$ cat config.mk
export PLATFORM = sky130hd
export DESIGN_NAME = oup_sm_ulpi_syncmode_rx
export DESIGN_NICKNAME = d
export VERILOG_FILES = /design/src/rtl/oup_sm_ulpi_syncmode_rx_pkg.sv /design/src/rtl/oup_sm_ulpi_syncmode_rx.sv
export SDC_FILE = /design/constraint.sdc
export NUM_CORES = 1
export LEC_CHECK = 0
export CORE_MARGIN = 3
export CORE_UTILIZATION = 35
export CTS_CLUSTER_SIZE = 12
export DETAILED_ROUTE_END_ITERATION = 7
export GPL_TIMING_DRIVEN = 0
export HOLD_SLACK_MARGIN = 0.05
export SLEW_MARGIN = 20
export SYNTH_ARGS = -nofsm -noshare
export SYNTH_HDL_FRONTEND = slang
export SYNTH_SLANG_ARGS = --single-unit
$ cat constraint.sdc
create_clock -name ulpi_clk_i -period 4.01 [get_ports ulpi_clk_i]
set_input_delay 0.6015 -clock ulpi_clk_i [delete_from_list [all_inputs] [get_ports ulpi_clk_i]]
set_output_delay 0.6015 -clock ulpi_clk_i [all_outputs]
set_load 0.005 [all_outputs]
$ cat src/rtl/oup_sm_ulpi_syncmode_rx_pkg.sv
// Shared types for the ULPI synchronous-mode receive path: FSM states, RX CMD layout and decoder.
package oup_sm_ulpi_syncmode_rx_p;

  typedef enum logic [2:0] {
    StIdle     = 3'd0,
    StTurn     = 3'd1,
    StRx       = 3'd2,
    StRegrTurn = 3'd3,
    StRegrData = 3'd4
  } rx_states_t;

  typedef enum logic [1:0] {
    EvNone       = 2'b00,
    EvActive     = 2'b01,
    EvDisconnect = 2'b10,
    EvError      = 2'b11
  } rx_event_t;

  typedef struct packed {
    logic      alt_int;
    logic      id;
    rx_event_t rx_event;
    logic [1:0] vbus_state;
    logic [1:0] linestate;
  } rxcmd_t;

  function automatic rxcmd_t decode_rxcmd(input logic [7:0] byte_i);
    rxcmd_t cmd;
    cmd.alt_int    = byte_i[7];
    cmd.id         = byte_i[6];
    cmd.rx_event   = rx_event_t'(byte_i[5:4]);
    cmd.vbus_state = byte_i[3:2];
    cmd.linestate  = byte_i[1:0];
    return cmd;
  endfunction

endpackage

$ cat src/rtl/oup_sm_ulpi_syncmode_rx.sv
// ULPI synchronous-mode receive FSM: handles PHY-driven bus cycles (USB data, RX CMDs) and
// register-read turnarounds on behalf of the TX machine. All outputs are registered.
module oup_sm_ulpi_syncmode_rx
  import oup_sm_ulpi_syncmode_rx_p::*;
(
  input  logic       ulpi_clk_i,
  input  logic       rst_ni,
  input  logic [7:0] ulpi_data_i,
  input  logic       ulpi_dir_i,
  input  logic       ulpi_nxt_i,
  input  logic       rx_regr_assert_i,
  output logic       rx_done_o,
  output logic       rx_abort_o,
  output logic [7:0] phyreg_o,
  output logic [7:0] rx_data_o,
  output logic       rx_data_valid_o,
  input  logic       rx_data_full_i,
  output logic       rx_overflow_o,
  output logic [7:0] rxcmd_o,
  output logic       rxcmd_valid_o,
  output logic [1:0] linestate_o,
  output logic [1:0] vbus_state_o,
  output logic       id_o,
  output logic       rx_active_o,
  output logic       rx_error_o,
  output logic       host_disconnect_o,
  output logic       rx_end_o
);

  rx_states_t state_q, state_d;
  logic       dir_q;

  logic       rx_done_q, rx_done_d;
  logic       rx_abort_q, rx_abort_d;
  logic [7:0] phyreg_q, phyreg_d;
  logic [7:0] rx_data_q, rx_data_d;
  logic       rx_data_valid_q, rx_data_valid_d;
  logic       rx_overflow_q, rx_overflow_d;
  logic [7:0] rxcmd_q, rxcmd_d;
  logic       rxcmd_valid_q, rxcmd_valid_d;
  logic [1:0] linestate_q, linestate_d;
  logic [1:0] vbus_state_q, vbus_state_d;
  logic       id_q, id_d;
  logic       rx_active_q, rx_active_d;
  logic       rx_error_q, rx_error_d;
  logic       host_disconnect_q, host_disconnect_d;
  logic       rx_end_q, rx_end_d;

  logic       take_data;
  logic       take_rxcmd;
  rxcmd_t     cmd;
  logic       unused_alt_int;

  assign cmd            = decode_rxcmd(ulpi_data_i);
  assign unused_alt_int = cmd.alt_int;

  always_comb begin
    state_d           = state_q;
    take_data         = 1'b0;
    take_rxcmd        = 1'b0;
    rx_done_d         = 1'b0;
    rx_abort_d        = 1'b0;
    rx_data_valid_d   = 1'b0;
    rx_overflow_d     = 1'b0;
    rxcmd_valid_d     = 1'b0;
    rx_end_d          = 1'b0;
    phyreg_d          = phyreg_q;
    rx_data_d         = rx_data_q;
    rxcmd_d           = rxcmd_q;
    linestate_d       = linestate_q;
    vbus_state_d      = vbus_state_q;
    id_d              = id_q;
    rx_active_d       = rx_active_q;
    rx_error_d        = rx_error_q;
    host_disconnect_d = host_disconnect_q;

    case (state_q)
      StIdle: begin
        // The read request is sampled only on the edge where dir rises.
        if (ulpi_dir_i && !dir_q) begin
          state_d = rx_regr_assert_i ? StRegrTurn : StTurn;
        end
      end
      StTurn: begin
        state_d = ulpi_dir_i ? StRx : StIdle;
      end
      StRx: begin
        if (!ulpi_dir_i) begin
          state_d = StIdle;
          if (rx_active_q) begin
            rx_end_d    = 1'b1;
            rx_active_d = 1'b0;
            rx_error_d  = 1'b0;
          end
        end else if (ulpi_nxt_i) begin
          take_data = 1'b1;
        end else begin
          take_rxcmd = 1'b1;
        end
      end
      StRegrTurn: begin
        if (!ulpi_dir_i) begin
          rx_abort_d = 1'b1;
          state_d    = StIdle;
        end else if (ulpi_nxt_i) begin
          // PHY grabbed the bus for a USB receive instead of returning register data.
          rx_abort_d  = 1'b1;
          rx_active_d = 1'b1;
          state_d     = StRx;
        end else begin
          state_d = StRegrData;
        end
      end
      StRegrData: begin
        if (!ulpi_dir_i) begin
          rx_abort_d = 1'b1;
          state_d    = StIdle;
        end else if (ulpi_nxt_i) begin
          rx_abort_d = 1'b1;
          take_data  = 1'b1;
          state_d    = StRx;
        end else begin
          phyreg_d  = ulpi_data_i;
          rx_done_d = 1'b1;
          state_d   = StRx;
        end
      end
      default: begin
        state_d = StIdle;
      end
    endcase

    if (take_data) begin
      if (rx_data_full_i) begin
        rx_overflow_d = 1'b1;
      end else begin
        rx_data_d       = ulpi_data_i;
        rx_data_valid_d = 1'b1;
      end
    end

    if (take_rxcmd) begin
      rxcmd_d           = ulpi_data_i;
      rxcmd_valid_d     = 1'b1;
      linestate_d       = cmd.linestate;
      vbus_state_d      = cmd.vbus_state;
      id_d              = cmd.id;
      host_disconnect_d = (cmd.rx_event == EvDisconnect);
      unique case (cmd.rx_event)
        EvNone: begin
          rx_active_d = 1'b0;
          rx_error_d  = 1'b0;
        end
        EvActive: begin
          rx_active_d = 1'b1;
        end
        EvError: begin
          rx_active_d = 1'b1;
          rx_error_d  = 1'b1;
        end
        EvDisconnect: begin
        end
      endcase
    end
  end

  always_ff @(posedge ulpi_clk_i or negedge rst_ni) begin
    if (!rst_ni) begin
      state_q           <= StIdle;
      dir_q             <= 1'b0;
      rx_done_q         <= 1'b0;
      rx_abort_q        <= 1'b0;
      phyreg_q          <= 8'h00;
      rx_data_q         <= 8'h00;
      rx_data_valid_q   <= 1'b0;
      rx_overflow_q     <= 1'b0;
      rxcmd_q           <= 8'h00;
      rxcmd_valid_q     <= 1'b0;
      linestate_q       <= 2'b00;
      vbus_state_q      <= 2'b00;
      id_q              <= 1'b0;
      rx_active_q       <= 1'b0;
      rx_error_q        <= 1'b0;
      host_disconnect_q <= 1'b0;
      rx_end_q          <= 1'b0;
    end else begin
      state_q           <= state_d;
      dir_q             <= ulpi_dir_i;
      rx_done_q         <= rx_done_d;
      rx_abort_q        <= rx_abort_d;
      phyreg_q          <= phyreg_d;
      rx_data_q         <= rx_data_d;
      rx_data_valid_q   <= rx_data_valid_d;
      rx_overflow_q     <= rx_overflow_d;
      rxcmd_q           <= rxcmd_d;
      rxcmd_valid_q     <= rxcmd_valid_d;
      linestate_q       <= linestate_d;
      vbus_state_q      <= vbus_state_d;
      id_q              <= id_d;
      rx_active_q       <= rx_active_d;
      rx_error_q        <= rx_error_d;
      host_disconnect_q <= host_disconnect_d;
      rx_end_q          <= rx_end_d;
    end
  end

  assign rx_done_o         = rx_done_q;
  assign rx_abort_o        = rx_abort_q;
  assign phyreg_o          = phyreg_q;
  assign rx_data_o         = rx_data_q;
  assign rx_data_valid_o   = rx_data_valid_q;
  assign rx_overflow_o     = rx_overflow_q;
  assign rxcmd_o           = rxcmd_q;
  assign rxcmd_valid_o     = rxcmd_valid_q;
  assign linestate_o       = linestate_q;
  assign vbus_state_o      = vbus_state_q;
  assign id_o              = id_q;
  assign rx_active_o       = rx_active_q;
  assign rx_error_o        = rx_error_q;
  assign host_disconnect_o = host_disconnect_q;
  assign rx_end_o          = rx_end_q;

endmodule

## After elaboration in Yosys (flattened, before gate mapping)

Index checks and enable logic that the tools add are counted.
Widths: inputs -> output; s select.

- Bitwise gates (word level): 2
- Muxes and demuxes: 35
- Add/subtract/negate cells: 0
- Equal/unequal tests: 9
- Multipliers: 0
- Order comparisons: 0
- Shifts and indexed selects: 0
- Divide/modulo/power cells: 0
- Reduce and logical (&&, ||, !) cells: 11

Operators with widths:

| cell | number |
|---|---|
| $mux 1 | 25 |
| $mux 3 | 4 |
| $pmux 3 s4 | 1 |
| $reduce_or 2->1 | 4 |
| $eq 3x2->1 const B | 2 |
| $pmux 1 s2 | 3 |
| $eq 2x2->1 const B | 2 |
| $mux 2 | 2 |
| $ne 2x2->1 const B | 2 |
| $reduce_and 2->1 | 2 |
| $eq 3x1->1 const B | 1 |
| $eq 3x3->1 const B | 1 |
| $logic_not 3->1 | 1 |
| $reduce_and 3->1 | 1 |
| $eq 2x1->1 const B | 1 |
| $logic_not 2->1 | 1 |
| $not 1->1 | 2 |
| $logic_and 1x1->1 | 1 |
| $logic_not 1->1 | 1 |

- Memory bits (writable): 0
- Memories: 0
- Bits in read-only memories: 0
- Bits in latches: 0
- Register bits after elaboration: 42
- Output and inout bits: 38

## Depth between registers and ports, before layout

- Word-level depth: 5
- Depth in mapped cells: 5

## Worst setup path after synthesis

Ideal clock, no wire load.

- Kind: input -> register
- Start point: input port ulpi_dir_i
- End point: register phyreg_q[5], in the netlist phyreg_o[5]
- Setup time: 0.128 ns
- Stages: 3
- Path slack: 2.510 ns
- Path buffers: 0
- Arrival time: 1.372 ns
- Path through: nor3b_4 > nand3b_4 > mux2_1

- Longest elaborated chain between the ends: 1

RTL lines:

| item | RTL line | RTL |
|---|---|---|
| from (decl) | oup_sm_ulpi_syncmode_rx.sv:9 | `input logic ulpi_dir_i,` |
| $reduce_and 3->1 (no source line) | - |  |
| to (signal assigned) | oup_sm_ulpi_syncmode_rx.sv:191 | `phyreg_q <= phyreg_d;` |
| to (decl) | oup_sm_ulpi_syncmode_rx.sv:35 | `logic [7:0] phyreg_q, phyreg_d;` |

No other way between the ends.
A chain may end at the register's enable or synchronous reset.

## Final worst setup path

- Start point: input port ulpi_dir_i
- End point: register rx_data_q[5], in the netlist rx_data_o[5]

- Longest elaborated chain between the ends: 3

RTL lines:

| item | RTL line | RTL |
|---|---|---|
| $mux 1 | oup_sm_ulpi_syncmode_rx.sv:115 | `if (!ulpi_dir_i) begin` |
| $mux 1 | - |  |
| $reduce_and 2->1 (no source line) | - |  |
| to (signal assigned) | oup_sm_ulpi_syncmode_rx.sv:192 | `rx_data_q <= rx_data_d;` |
| to (decl) | oup_sm_ulpi_syncmode_rx.sv:36 | `logic [7:0] rx_data_q, rx_data_d;` |

No other way between the ends.

==> results.cfg <==
[outcome]
status = completed

[global_routing]
grt_use_met1_pct = 16.4
grtUsageMet2_pct = 23.0
grt_overflow = 0
gr-usage-all-layers_pct = 13.5
busiest_layer = met2
grtUsageMet3_pct = 3.17
grt_max_degree = 27
antenna_found_initial = 0
grt_pass1_wl_um = 5400
first_global_vias = 1092

[power]
switching_share_pct = 22.5
p_comb_share_pct = 28.3
power_density_nw_per_um2 = 495
power_frac_seq_pct = 42.7
switchingPower_uw = 253
p_int_uw = 872
p_leak_uw = 0.00109
clock_power_share_pct = 29.0
vdd_drop_max_mv = 0.224

[die]
die_y_um = 72.9
dieArea_um2 = 5310
fp-row-count = 23
initial_core_util_pct = 37.8
die_w_um = 72.9
core_area_um2 = 4140
io_pins = 52

[worst_setup_path]
reg2reg_from = state_q[2]
crit_family = simple AND/OR/NAND/NOR gates
r2r_setup_slack_ns = 2.41
crit_arrival_ns = 2.20
crit_chain = clkdlybuf4s50_1 -> nor2b_1 -> nand4b_2 -> mux2_2
reg2regPathDepth = 4
worstPathMaxFanout = 9
cp-start-kind = input pin
worstSetupEndpointType = register
required_ns = 4.17
crit_type = input pin to register
max_stage_delay_ns = 0.59
r2r_end = rx_data_o[5]
slowest_stage = clkdlybuf4s50_1
critPathBufInv = 1

[synth]
synth-simple-area-share_pct = 10.6
yosysTopAreaCellShare_pct = 59.1
synth_top_area_cell = dfrtp_1
netlist_top_cells_area = dfrtp_1, mux2_2, buf_4
synth.area.mux_share_pct = 18.0
synth_top_family_by_area = multiplexers
async_flop_share_pct = 100
ys_types = 28
synthesis.area_um2 = 1570
yosysSeqAreaShare_pct = 59.1
synth_nets = 127
synth_xor_area_share_pct = 0.559
synth_edf_count = 0
synthAdderAreaFrac_pct = 2.40
ys_ff_latch = 37
syn_inst = 110
avgSynthCellArea_um2 = 14.2
synth-compound-area-share_pct = 3.35
yosysWarnings = 0
ys.flop_type = dfrtp_1

[route]
viasPerCell = 4.73
drtIter0Drc = 12
routed_wl_um = 3220
vias = 1041
drt_pass1_iterations = 4
drtAntennaViolNets = 0
post_drt_wl_per_cell_um = 14.6
detail_route.drc_violations = 0

[clock_tree]
clock_latency_ns = 0.28
cts_resized = 0
cts_tree = yes
cts_root_buffer = clkbuf_8
cts_hold_buf = 0
cts-htree-levels = 2
clkTransAtPathRegs_ns = 0.07
cts.sinks = 37
cts-buffers-inserted = 5
clock_path_buffers = 2
postCtsSetupBuffers = 0

[layout]
drive_gt1_share_pct = 25.9
fill_cells = 349
fin_nets = 186
layout_commonest_cell = clkdlybuf4s50_1
synthToLayoutAreaGrowth_pct = 45.0
stdcell_count = 220
diodes = 0
final_cell_mix = clkdlybuf4s50_1, dfrtp_1, mux2_2, inv_1, buf_4

[run]
max_cap_violations = 0

[placed_design]
port_buffers = 51
place_congestion = 0.696
place_hpwl_um = 2450
dp_cells = 212

[hold_path]
hold_class = input pin to async pin

[timing]
rsz0062_at_grt = false
worst_pin_slew_ns = 0.372
period_minus_slack_ns = 2.04
setup-violations-final = 0
final.setup_skew_ns = 0.00343
drv_slew = 0
min_period_over_period_pct = 50.8
relSlewSlack_pct = 74.5
setup_tns_ns = 0
final_hold_viol_count = 0
fmaxAchievable_ghz = 0.491
## state kept, by name, summed over array words and instances, names as in the netlist, 3 cells and up
name and count:
phyreg_o 8, rx_data_o 8, rxcmd_o 8, state_q 3
## cell type report
type,count,area (µm²),area share [%]
plain buffers,8,63.8,2.81
well taps,50,62.6,2.75
clock buffers,7,86.3,3.80
inverters,8,30.0,1.32
multi-input cells,57,547,24.1
flip-flops and latches,37,926,40.8
clock inverters,1,30.0,1.32
repair buffers,52,526,23.1
## synth_stat cells (2+ instances only)
library cell  instances
nor2b_1               3
nor3_1                3
mux2_2               23
a21oi_1               2
o21ai_0               2
ha_1                  3
dfrtp_1              37
buf_4                 7
inv_1                 8
mux2_1                2
and3_1                3
## layer usage
metal | share of wire [%] | vias up
met2 | 53 | 26
met4 | 1.4 | 0
met1 | 42 | 513
met3 | 4.1 | 4
met5 | 0 | -
li1 | - | 498
## power by group through the flow
stage / registers (µW) / logic, µW / clock network [µW]
CTS: 482 / 326 / 337
floorplan: 491 / 107 / 0
global placement: 485 / 319 / 0
detailed placement: 489 / 325 / 0
global route: 490 / 345 / 358
finish: 480 / 319 / 326
## worst max-delay path by stage
stage / startpoint / endpoint / slack, ns / cells past startpoint
global route: ulpi_dir_i / rx_data_o[5] / 1.83 / 4
CTS: ulpi_dir_i / rx_data_o[5] / 1.96 / 4
detailed placement: ulpi_dir_i / rx_data_o[5] / 1.66 / 4
global placement: rst_ni / rxcmd_o[3] / 1.51 / 1
finish: ulpi_dir_i / rx_data_o[5] / 1.97 / 4
floorplan: ulpi_dir_i / phyreg_o[5] / 2.51 / 3
## per-stage QoR
step                hold slack (ns)  power, µW  instance area (µm²)  setup slack [ns]  utilization, %
floorplan                     0.306        598                 1570              2.51               -
global placement              0.427        803                 2140              1.51            51.6
detailed placement            0.430        814                 2150              1.66            52.0
CTS                           0.195       1150                 2270              1.96            54.8
global route                  0.192       1190                 2270              1.83            54.8
finish                        0.197       1130                 2270              1.97            54.8
## cells by family after synthesis
logic type	count (synthesis)
DFF	37
AOI/OAI and AO/OA	8
and+or+nand+nor	20
xor gates and xnor gates	1
muxes	25
buffers and inverters	16
adders and majority gates	3
Power figures use the tool's default switching activity.
